**src/rtl/whack_a_mole_fsm.sv**
```systemverilog
// Purpose : game-control FSM for whack-a-mole; sequences IDLE/PLAYING/GAME_OVER/RESET and
//           produces the mole-up window and a per-period mole clock pulse from ms ticks.
// Latency : all outputs registered; one clk from input sample to output change.
// Backpr. : none; inputs are level/pulse sampled every cycle, outputs are free-running.
//
// Ports:
//   clk                  rising-edge system clock
//   rst_n                synchronous active-low reset
//   timer_milliseconds   game time remaining (ms), decremented externally once per ms
//   reset_button_pressed request to reset the game (highest priority after rst_n)
//   start_button_pressed request to start a game (ignored while playing or with timer == 0)
//   rst                  one-cycle reset pulse to downstream blocks (high in RESET)
//   game_in_progress     high while in PLAYING
//   mole_clk             one-cycle pulse at the start of each mole-up window
//   mole_up_window       high while the mole is up
//   dbg_state            current state: IDLE=0 PLAYING=1 GAME_OVER=2 RESET=3
module whack_a_mole_fsm #(
    parameter int MOLE_UP_MS   = 7,
    parameter int MOLE_DOWN_MS = 5,
    parameter int MAX_TIMER_MS = 200,
    localparam int PERIOD      = MOLE_UP_MS + MOLE_DOWN_MS,
    localparam int TMW         = $clog2(MAX_TIMER_MS + 1),
    localparam int PHW         = ($clog2(PERIOD) < 1) ? 1 : $clog2(PERIOD)
) (
    input  logic           clk,
    input  logic           rst_n,
    input  logic [TMW-1:0] timer_milliseconds,
    input  logic           reset_button_pressed,
    input  logic           start_button_pressed,
    output logic           rst,
    output logic           game_in_progress,
    output logic           mole_clk,
    output logic           mole_up_window,
    output logic [1:0]     dbg_state
);

    typedef enum logic [1:0] {
        S_IDLE      = 2'd0,
        S_PLAYING   = 2'd1,
        S_GAME_OVER = 2'd2,
        S_RESET     = 2'd3
    } state_t;

    // Phase counts down from PH_TOP; the upper MOLE_UP_MS values are the "up" part.
    localparam logic [PHW-1:0] PH_TOP  = PHW'(PERIOD - 1);
    localparam logic [PHW-1:0] PH_DOWN = PHW'(MOLE_DOWN_MS);

    state_t         state;
    logic [PHW-1:0] phase;
    logic [PHW-1:0] phase_dec;
    logic [TMW-1:0] timer_prev;
    logic           tick;
    logic           timer_zero;

    // A tick is any change of the externally decremented timer, so the block
    // needs no knowledge of the clk-to-ms ratio.
    assign tick       = (timer_milliseconds != timer_prev);
    assign timer_zero = (timer_milliseconds == '0);
    assign phase_dec  = phase - PHW'(1);
    assign dbg_state  = state;

    always_ff @(posedge clk) begin
        if (!rst_n) begin
            state            <= S_RESET;
            rst              <= 1'b1;
            game_in_progress <= 1'b0;
            mole_clk         <= 1'b0;
            mole_up_window   <= 1'b0;
            phase            <= PH_TOP;
            timer_prev       <= timer_milliseconds;
        end else begin
            timer_prev <= timer_milliseconds;
            mole_clk   <= 1'b0;

            if (reset_button_pressed) begin
                state            <= S_RESET;
                rst              <= 1'b1;
                game_in_progress <= 1'b0;
                mole_up_window   <= 1'b0;
                phase            <= PH_TOP;
            end else begin
                case (state)
                    S_RESET: begin
                        state            <= S_IDLE;
                        rst              <= 1'b0;
                        game_in_progress <= 1'b0;
                        mole_up_window   <= 1'b0;
                    end

                    S_IDLE, S_GAME_OVER: begin
                        rst            <= 1'b0;
                        mole_up_window <= 1'b0;
                        // A start wins over a coincident tick: phase restarts at the top.
                        if (start_button_pressed && !timer_zero) begin
                            state            <= S_PLAYING;
                            game_in_progress <= 1'b1;
                            phase            <= PH_TOP;
                            mole_clk         <= 1'b1;
                            mole_up_window   <= (PH_TOP >= PH_DOWN);
                        end else begin
                            game_in_progress <= 1'b0;
                        end
                    end

                    S_PLAYING: begin
                        rst <= 1'b0;
                        if (timer_zero) begin
                            state            <= S_GAME_OVER;
                            game_in_progress <= 1'b0;
                            mole_up_window   <= 1'b0;
                        end else if (tick) begin
                            if (phase == '0) begin
                                phase          <= PH_TOP;
                                mole_clk       <= 1'b1;
                                mole_up_window <= (PH_TOP >= PH_DOWN);
                            end else begin
                                phase          <= phase_dec;
                                mole_up_window <= (phase_dec >= PH_DOWN);
                            end
                        end
                    end

                    default: begin
                        state            <= S_IDLE;
                        rst              <= 1'b0;
                        game_in_progress <= 1'b0;
                        mole_up_window   <= 1'b0;
                    end
                endcase
            end
        end
    end

endmodule

```
**config.mk**
```make
export PLATFORM = sky130hd
export DESIGN_NAME = whack_a_mole_fsm
export DESIGN_NICKNAME = d
export VERILOG_FILES = /design/src/rtl/whack_a_mole_fsm.sv
export SDC_FILE = /design/constraint.sdc
export NUM_CORES = 1
export LEC_CHECK = 0
export BUFFER_PORTS_ARGS = -buffer_cell sky130_fd_sc_hd__clkbuf_2
export CAP_MARGIN = 30
export CORE_MARGIN = 4
export CORE_UTILIZATION = 54
export DETAILED_ROUTE_END_ITERATION = 7
export PLACE_DENSITY_LB_ADDON = 0.2
export SYNTH_ARGS = -nofsm -noshare
export SYNTH_HDL_FRONTEND = slang
export SYNTH_SLANG_ARGS = --single-unit
```
**constraint.sdc**
```tcl
create_clock -name clk -period 3.9 [get_ports clk]
set_input_delay 0.39 -clock clk [delete_from_list [all_inputs] [get_ports clk]]
set_output_delay 0.39 -clock clk [all_outputs]
set_load 0.005 [all_outputs]
```
==> results of run 1 <==
layer usage:
layer  part of all wire  up-vias
li1                   -      313
met1               0.43      284
met2               0.46       16
met3              0.054        8
met4              0.048        0
met5                  0        -
how the worst max path moves through the flow:
stage | from | end | slack (ps) | cells past startpoint
floorplan | timer_milliseconds[5] | phase[1] | 2420 | 5
global placement | timer_milliseconds[2] | phase[3] | 2240 | 6
detailed placement | timer_milliseconds[5] | phase[1] | 2190 | 6
CTS | phase[0] | mole_up_window | 2280 | 7
global route | phase[0] | mole_up_window | 2180 | 7
finish | phase[0] | mole_up_window | 2270 | 7
critical path, cell delays in order (launching register included):
cell	delay [ps]
dfxtp_1	350
inv_1	140
ha_1	260
o21bai_1	150
a21oi_1	90
a41o_1	230
a31o_2	230
mux2i_1	110
through the flow:
stage / area [µm²] / std cells
6_report: 916 / 111
5_1_grt: 916 / 111
4_1_cts: 916 / 111
3_5_place_dp: 893 / 108
3_3_place_gp: 893 / 108
2_1_floorplan: 790 / 76
layout by cell type, fill, tap and decap left out, types with 3 or more instances in the layout:
cell,n
ha_1,3
inv_1,6
a21oi_1,4
dfxtp_1,18
clkbuf_2,17
clkbuf_4,3
xor2_1,9
nand3_1,3
nand2_1,6
final cells by class:
class | count | area, µm² | area share
sequential | 18 | 360 | 0.393
clock buffer | 3 | 22.5 | 0.0246
multi-input combinational | 52 | 407 | 0.444
tap | 15 | 18.8 | 0.0205
inverter | 6 | 22.5 | 0.0246
timing repair buffer | 17 | 85.1 | 0.0929
power groups by stage:
| stage | clock network, mW | logic, mW | registers (mW) |
|---|---|---|---|
| 4_1_cts | 0.0933 | 0.0556 | 0.205 |
| 2_1_floorplan | 0 | 0.0374 | 0.208 |
| 3_3_place_gp | 0 | 0.0549 | 0.208 |
| 6_report | 0.0910 | 0.0552 | 0.206 |
| 3_5_place_dp | 0 | 0.0552 | 0.209 |
| 5_1_grt | 0.103 | 0.0622 | 0.207 |
registers in the layout, indices dropped and copies added (netlist names):
signal and count:
timer_prev 8, rst 1, phase 4, mole_clk 1
dbg_state 2, mole_up_window 1, game_in_progress 1
kinds of logic after synthesis:
group,after synthesis
DFF,18
xor gates and xnor gates,9
and+or+nand+nor,22
AOI/OAI and AO/OA,17
buffers and inverters,6
adders and majority gates,3
muxes,1
==> summary.md, run 1 <==
| Metric | Value |
|---|---|
| Largest net degree at the start of global routing | 10 |
| Yosys top cell area share | 0.456 |
| Hold slack | 235 ps |
| Gr usage total | 0.171 |
| Pwr dens | ~380 nW/µm² |
| Register-to-Register Path Depth | 7 |
| CTS tree | done |
| Initial antenna violation count | 0 |
| Antenna fix cells | 0 |
| Routing usage on met3 | 0.0508 |
| Maximum VDD drop | 0.287 mV |
| Syn avg cell area | 10.4 µm² |
| Core area | between 1000 and 1500 µm² |
| Post-DP HPWL | roughly 1200 µm |
| Leak | about 0.43 nW |
| Synth warnings | 0 |
| Netlist cell types | 27 |
| Sw Pwr | just under 0.1 mW |
| Detail Route Antenna Nets | 0 |
| Die width | 46.2 µm |
| Global-route wire length before repair | roughly 2400 µm |
| Worst-Skew Late Latency | 290 ps |
| Die ar. | 2140 µm² |
| Worst hold path endpoint | timer_prev[6] |
| DR vias/cell | roughly 5.6 |
| Syn Nets | 91 |
| Layout cell share with drive strength beyond 1 | 0.271 |
| CTS Root Cell | clkbuf_4 |
| Worst path arrival time | 1860 ps |
| Syn Inst Count | 76 |
| Worst Hold Path Cells | 1 |
| Sink Count | 18 |
| Commonest cells post-synth | dfxtp_1 (18), xor2_1 (9), inv_1 (6), nand2_1 (6), a21oi_1 (4) |
| Combinational Power Share | 0.157 |
| Layout Skew | between 1.5 and 2 ps |
| Status | finished clean |
| Multiplexer share of the synthesized area | 0.0127 |
| Final core occ | 0.687 |
| Grt met2 use | 0.261 |
| Area contributors post-synth | dfxtp_1 (46%), xor2_1 (10%), nor4_4 (5.4%) |
| Met1 usage | 0.187 |
| Req. time, crit path | 4130 ps |
| Fill cells | 110 |
| Chip Height | 46.2 µm |
| Sequential share of power | 0.584 |
| Residual DRC | 0 |
| Hold_buf cts | 0 |
| Seq cells post-synth | 18 |
| Per-cell routed wire length | about 13 µm |
| Slew Limit Fails | 0 |
| Power share of the clock group | 0.259 |
| I/O Buffers | 17 |
| Gpl congestion | around 0.90 |
| Int Power | 0.255 mW |
| Rel. slew slack | 0.748 |
| Number of global-route vias before repair | 579 |
| CP Class | register to register |
| Switching share of power | 0.274 |
| Ys flop type | dfxtp_1 |
| DP Worst Slack | between 2000 and 2500 ps |
| Ys async rst share | 0 |
| DR pass1 iterations | 4 |
| Postcts setup bufs | 0 |
| XOR/XNOR Fraction of Synth Area | 0.0998 |
| Setup slack, reg-to-reg | around 2300 ps |
| Global route total overflow | 0 |
| Final Power | 0.352 mW |
| Number of buffers created by CTS | 3 |
| Final WL | roughly 1500 µm |
| Final hold viol count | 0 |
| Final period util | 0.418 |
| # IOs | 18 |
| CP endpoint kind | register |
| CTS max path bufs | 2 |
| Final setup vio count | 0 |
| Mapped Area | between 700 and 800 µm² |
| Top Usage Layer GRT | met2 |
| Final Net Count | 113 |
| Max_cap viols | 0 |
| Sequential area share after synthesis | 0.456 |
| EDFF count, synth | 0 |
| Synth Area in Adders | 0.0475 |
| DR iter-0 viols | 11 |
| Cts repair resizes | 0 |
| RR Startpoint | phase[0] |
| Area grow syn2layout | 16.0% |
| Initial core utilization | 0.592 |
| DR vias | just over 600 |
| Crit path time final | between 1500 and 2000 ps |
| Worst Slack Setup Final | about 2300 ps |
| Synth area leader | dfxtp_1 |
| Top-count cell post-synth | dfxtp_1 |
| Worst-path clk slew | about 100 ps |
| Worst setup SP type | register |
| Worst hold path type | input pin to register |
| Post-synthesis compound-gate area fraction | 0.168 |
| Main combinational cell family by area after synthesis | simple AND/OR/NAND/NOR gates |
| Crit path max fanout | 5 |
| Worst Tran Pin Value | 378 ps |
| Max Fclk | around 610 MHz |
| Row count | 13 |
| Synth Area in Simple Gates | 0.187 |
| HP Start | timer_milliseconds[6] |
| Setup TNS Final | 0 ps |
| H-tree Lvls | 1 |
| End of the worst register-to-register path | mole_up_window |
| RSZ-0062 raised after global routing | false |
(Power assumes the default switching activity.)
==> inputs of run 2 (changes only) <==
--- a/config.mk
+++ b/config.mk
@@ -5,10 +5,11 @@
 export SDC_FILE = /design/constraint.sdc
 export NUM_CORES = 1
 export LEC_CHECK = 0
+export ABC_AREA = 1
 export BUFFER_PORTS_ARGS = -buffer_cell sky130_fd_sc_hd__clkbuf_2
 export CAP_MARGIN = 30
 export CORE_MARGIN = 4
-export CORE_UTILIZATION = 54
+export CORE_UTILIZATION = 52
 export DETAILED_ROUTE_END_ITERATION = 7
 export PLACE_DENSITY_LB_ADDON = 0.2
 export SYNTH_ARGS = -nofsm -noshare
==> constraint.sdc (replaced) <==
create_clock -name clk -period 1.7 [get_ports clk]
set_input_delay 0.17 -clock clk [delete_from_list [all_inputs] [get_ports clk]]
set_output_delay 0.17 -clock clk [all_outputs]
set_load 0.005 [all_outputs]
==> run 2 against run 1 <==
Effect of this change: routed wire length grew 12%; sequential cell count is the same; global-route usage shrank 2.9 points; maximum frequency grew 12%; worst setup slack lost 2000 ps; clock power grew 130%; critical path type unchanged; largest cell class unchanged.
==> summary.md, run 2 <==
| Metric | Value |
|---|---|
| Status | finished clean |
| Top cell family by delay on the critical path | simple AND/OR/NAND/NOR gates |
| Synth warnings | 0 (unchanged) |
| H-tree Lvls | 1 (unchanged) |
| I/O Buffers | 17 (unchanged) |
| Layout cell share with drive strength beyond 1 | 0.286 (+0.0149) |
| Sequential area share after synthesis | 0.389 (-0.0678) |
| Final setup vio count | 0 (unchanged) |
| CP Class | register to register |
| Seq cells post-synth | 18 (unchanged) |
| Chip Height | 50.2 µm (+8.6%) |
| Rel. slew slack | 0.804 (+0.0561) |
| EDFF count, synth | 0 (unchanged) |
| Top reg by flops | timer_prev |
| Worst path arrival time | 1650 ps (-210 ps) |
| Syn avg cell area | 7.73 µm² (-26%) |
| Syn Nets | 135 (+48%) |
| Initial core utilization | 0.582 (-0.0103) |
| Leak | 0.550 nW (+28%) |
| Yosys top cell area share | 0.389 (-0.0678) |
| Slew Limit Fails | 0 (unchanged) |
| Initial antenna violation count | 0 (unchanged) |
| Most frequent cells in the layout | nand2_1 (32), dfxtp_1 (18), clkbuf_2 (17) |
| Pwr dens | 736 nW/µm² (+92%) |
| Crit path max fanout | 4 (-1) |
| Netlist cell types | 20 (-26%) |
| DR vias/cell | 4.83 (-14%) |
| Postcts setup bufs | 0 (unchanged) |
| Slowest cell delay on critical path | 390 ps (+40 ps) |
| DR vias | 792 (+28%) |
| # IOs | 18 (unchanged) |
| Die ar. | 2520 µm² (+18%) |
| CTS Root Cell | clkbuf_4 |
| Final Net Count | 157 (+39%) |
| Worst setup SP type | register |
| Die width | 50.2 µm (+8.6%) |
| Synth area leader | dfxtp_1 |
| Area contributors post-synth | dfxtp_1 (39%), nand2_1 (13%), nand3_1 (6.5%) |
| Layout Skew | 4.44 ps (+2.52 ps) |
| Worst-path clk slew | 100 ps (about the same) |
| Ys flop type | dfxtp_1 |
| Fill cells | 152 (+38%) |
| Antenna fix cells | 0 (unchanged) |
| Setup TNS Final | 0 ps (unchanged) |
| CP endpoint kind | register |
| Mapped Area | 927 µm² (+17%) |
| Largest net degree at the start of global routing | 10 (unchanged) |
| Multi-input gate area in the final layout | 488 µm² (+20%) |
| Ys async rst share | 0 (unchanged) |
| Slowest-stage cell, CP | dfxtp_1 |
| Worst-Skew Late Latency | 290 ps (about the same) |
| Max Fclk | 689 MHz (+12%) |
| Sink Count | 18 (unchanged) |
| Sequential Area | 360 µm² (unchanged) |
| Global route total overflow | 0 (unchanged) |
| Commonest cells post-synth | nand2_1 (32), dfxtp_1 (18), inv_1 (16), nand3_1 (12) |
| CTS tree | done |
| Req. time, crit path | 1900 ps (-2230 ps) |
| Most frequent cell on the critical path | nand2_1 |
| Detail Route Antenna Nets | 0 (unchanged) |
| Cts repair resizes | 0 (unchanged) |
| Number of global-route vias before repair | 683 (+18%) |
| Worst Tran Pin Value | 291 ps (-87.1 ps) |
| Commonest non-fill, non-tap cell in the layout | nand2_1 |
| Final period util | 0.853 (+0.436) |
| Gpl congestion | 0.856 (-4.5%) |
| Maximum VDD drop | 0.381 mV (+33%) |
| Critical path buffers and inverters | 1 (unchanged) |
| Gr usage total | 0.141 (-0.0293) |
| Crit path time final | 1450 ps (-178 ps) |
| Final Power | 0.784 mW (+120%) |
| DR iter-0 viols | 10 (-1) |
| Top-count cell post-synth | nand2_1 |
| Hold_buf cts | 0 (unchanged) |
| RSZ-0062 raised after global routing | false |
| Syn Inst Count | 120 (+58%) |
| Final WL | 1670 µm (+12%) |
| Max FFs per register | 8 (unchanged) |
| Residual DRC | 0 (unchanged) |
| Number of buffers created by CTS | 3 (unchanged) |
| CP Cell Sequence | inv_1 > ha_1 > a21oi_1 > nand2_1 > nand2_1 > nand2_1 > nor2_1 > nor2_2 > nand2_1 > nand2_1 |
| Post-DP HPWL | 1300 µm (+10%) |
| Row count | 14 (+1) |
| Global-route wire length before repair | 2730 µm (+12%) |
| Core area | 1590 µm² (+20%) |
| DR pass1 iterations | 4 (unchanged) |
| Final hold viol count | 0 (unchanged) |
| Per-cell routed wire length | 10.2 µm (-24%) |
| CTS max path bufs | 2 (unchanged) |
| Max_cap viols | 0 (unchanged) |
| Area grow syn2layout | 14.8% |
| Worst hold path type | input pin to register |
-- run 2: per-stage QoR --
step | setup slack, ps | std cells | hold slack [ps] | util | area, µm²
2_1_floorplan | 379 | 120 | 198 | - | 927
3_3_place_gp | 338 | 161 | 310 | 0.654 | 1040
3_5_place_dp | 271 | 161 | 315 | 0.654 | 1040
4_1_cts | 259 | 164 | 9.71 | 0.668 | 1060
5_1_grt | 92.8 | 164 | 0.520 | 0.668 | 1060
6_report | 249 | 164 | 10.3 | 0.668 | 1060
-- run 2: final timing paths --
path,endpoint,startpoint,slack (ps),cells after the start
max,mole_up_window,phase[0],250,10
min,timer_prev[4],timer_milliseconds[4],10,1
max reg2reg,mole_up_window,phase[0],250,10
min reg2reg,game_in_progress,game_in_progress,460,2
-- run 2: routing by layer --
| layer | global-route usage | wire [µm] |
|---|---|---|
| met5 | 0 | 0 |
| met4 | 0.0691 | 25 |
| met3 | 0.0355 | 86 |
| met2 | 0.237 | 824 |
| met1 | 0.167 | 730 |
-- run 2: where the power goes --
| group | total, mW | internal, mW | switching, mW |
|---|---|---|---|
| combinational | 0.122 | 0.0501 | 0.0720 |
| sequential | 0.453 | 0.441 | 0.0123 |
| clock | 0.209 | 0.0825 | 0.126 |
| total | 0.784 | 0.573 | 0.211 |
-- run 2: cells by family after synthesis --
kind of cell,synth area share
simple gates,0.393
buf+inv,0.0850
flops,0.389
compound gates,0.0364
xor+xnor,0.0567
fa+ha+maj,0.0405
-- run 2: cell type report --
| class | count | area share |
|---|---|---|
| clock buffer | 3 | 0.0212 |
| timing repair buffer | 17 | 0.0799 |
| inverter | 21 | 0.0740 |
| tap | 24 | 0.0282 |
| multi-input combinational | 81 | 0.458 |
| sequential | 18 | 0.338 |
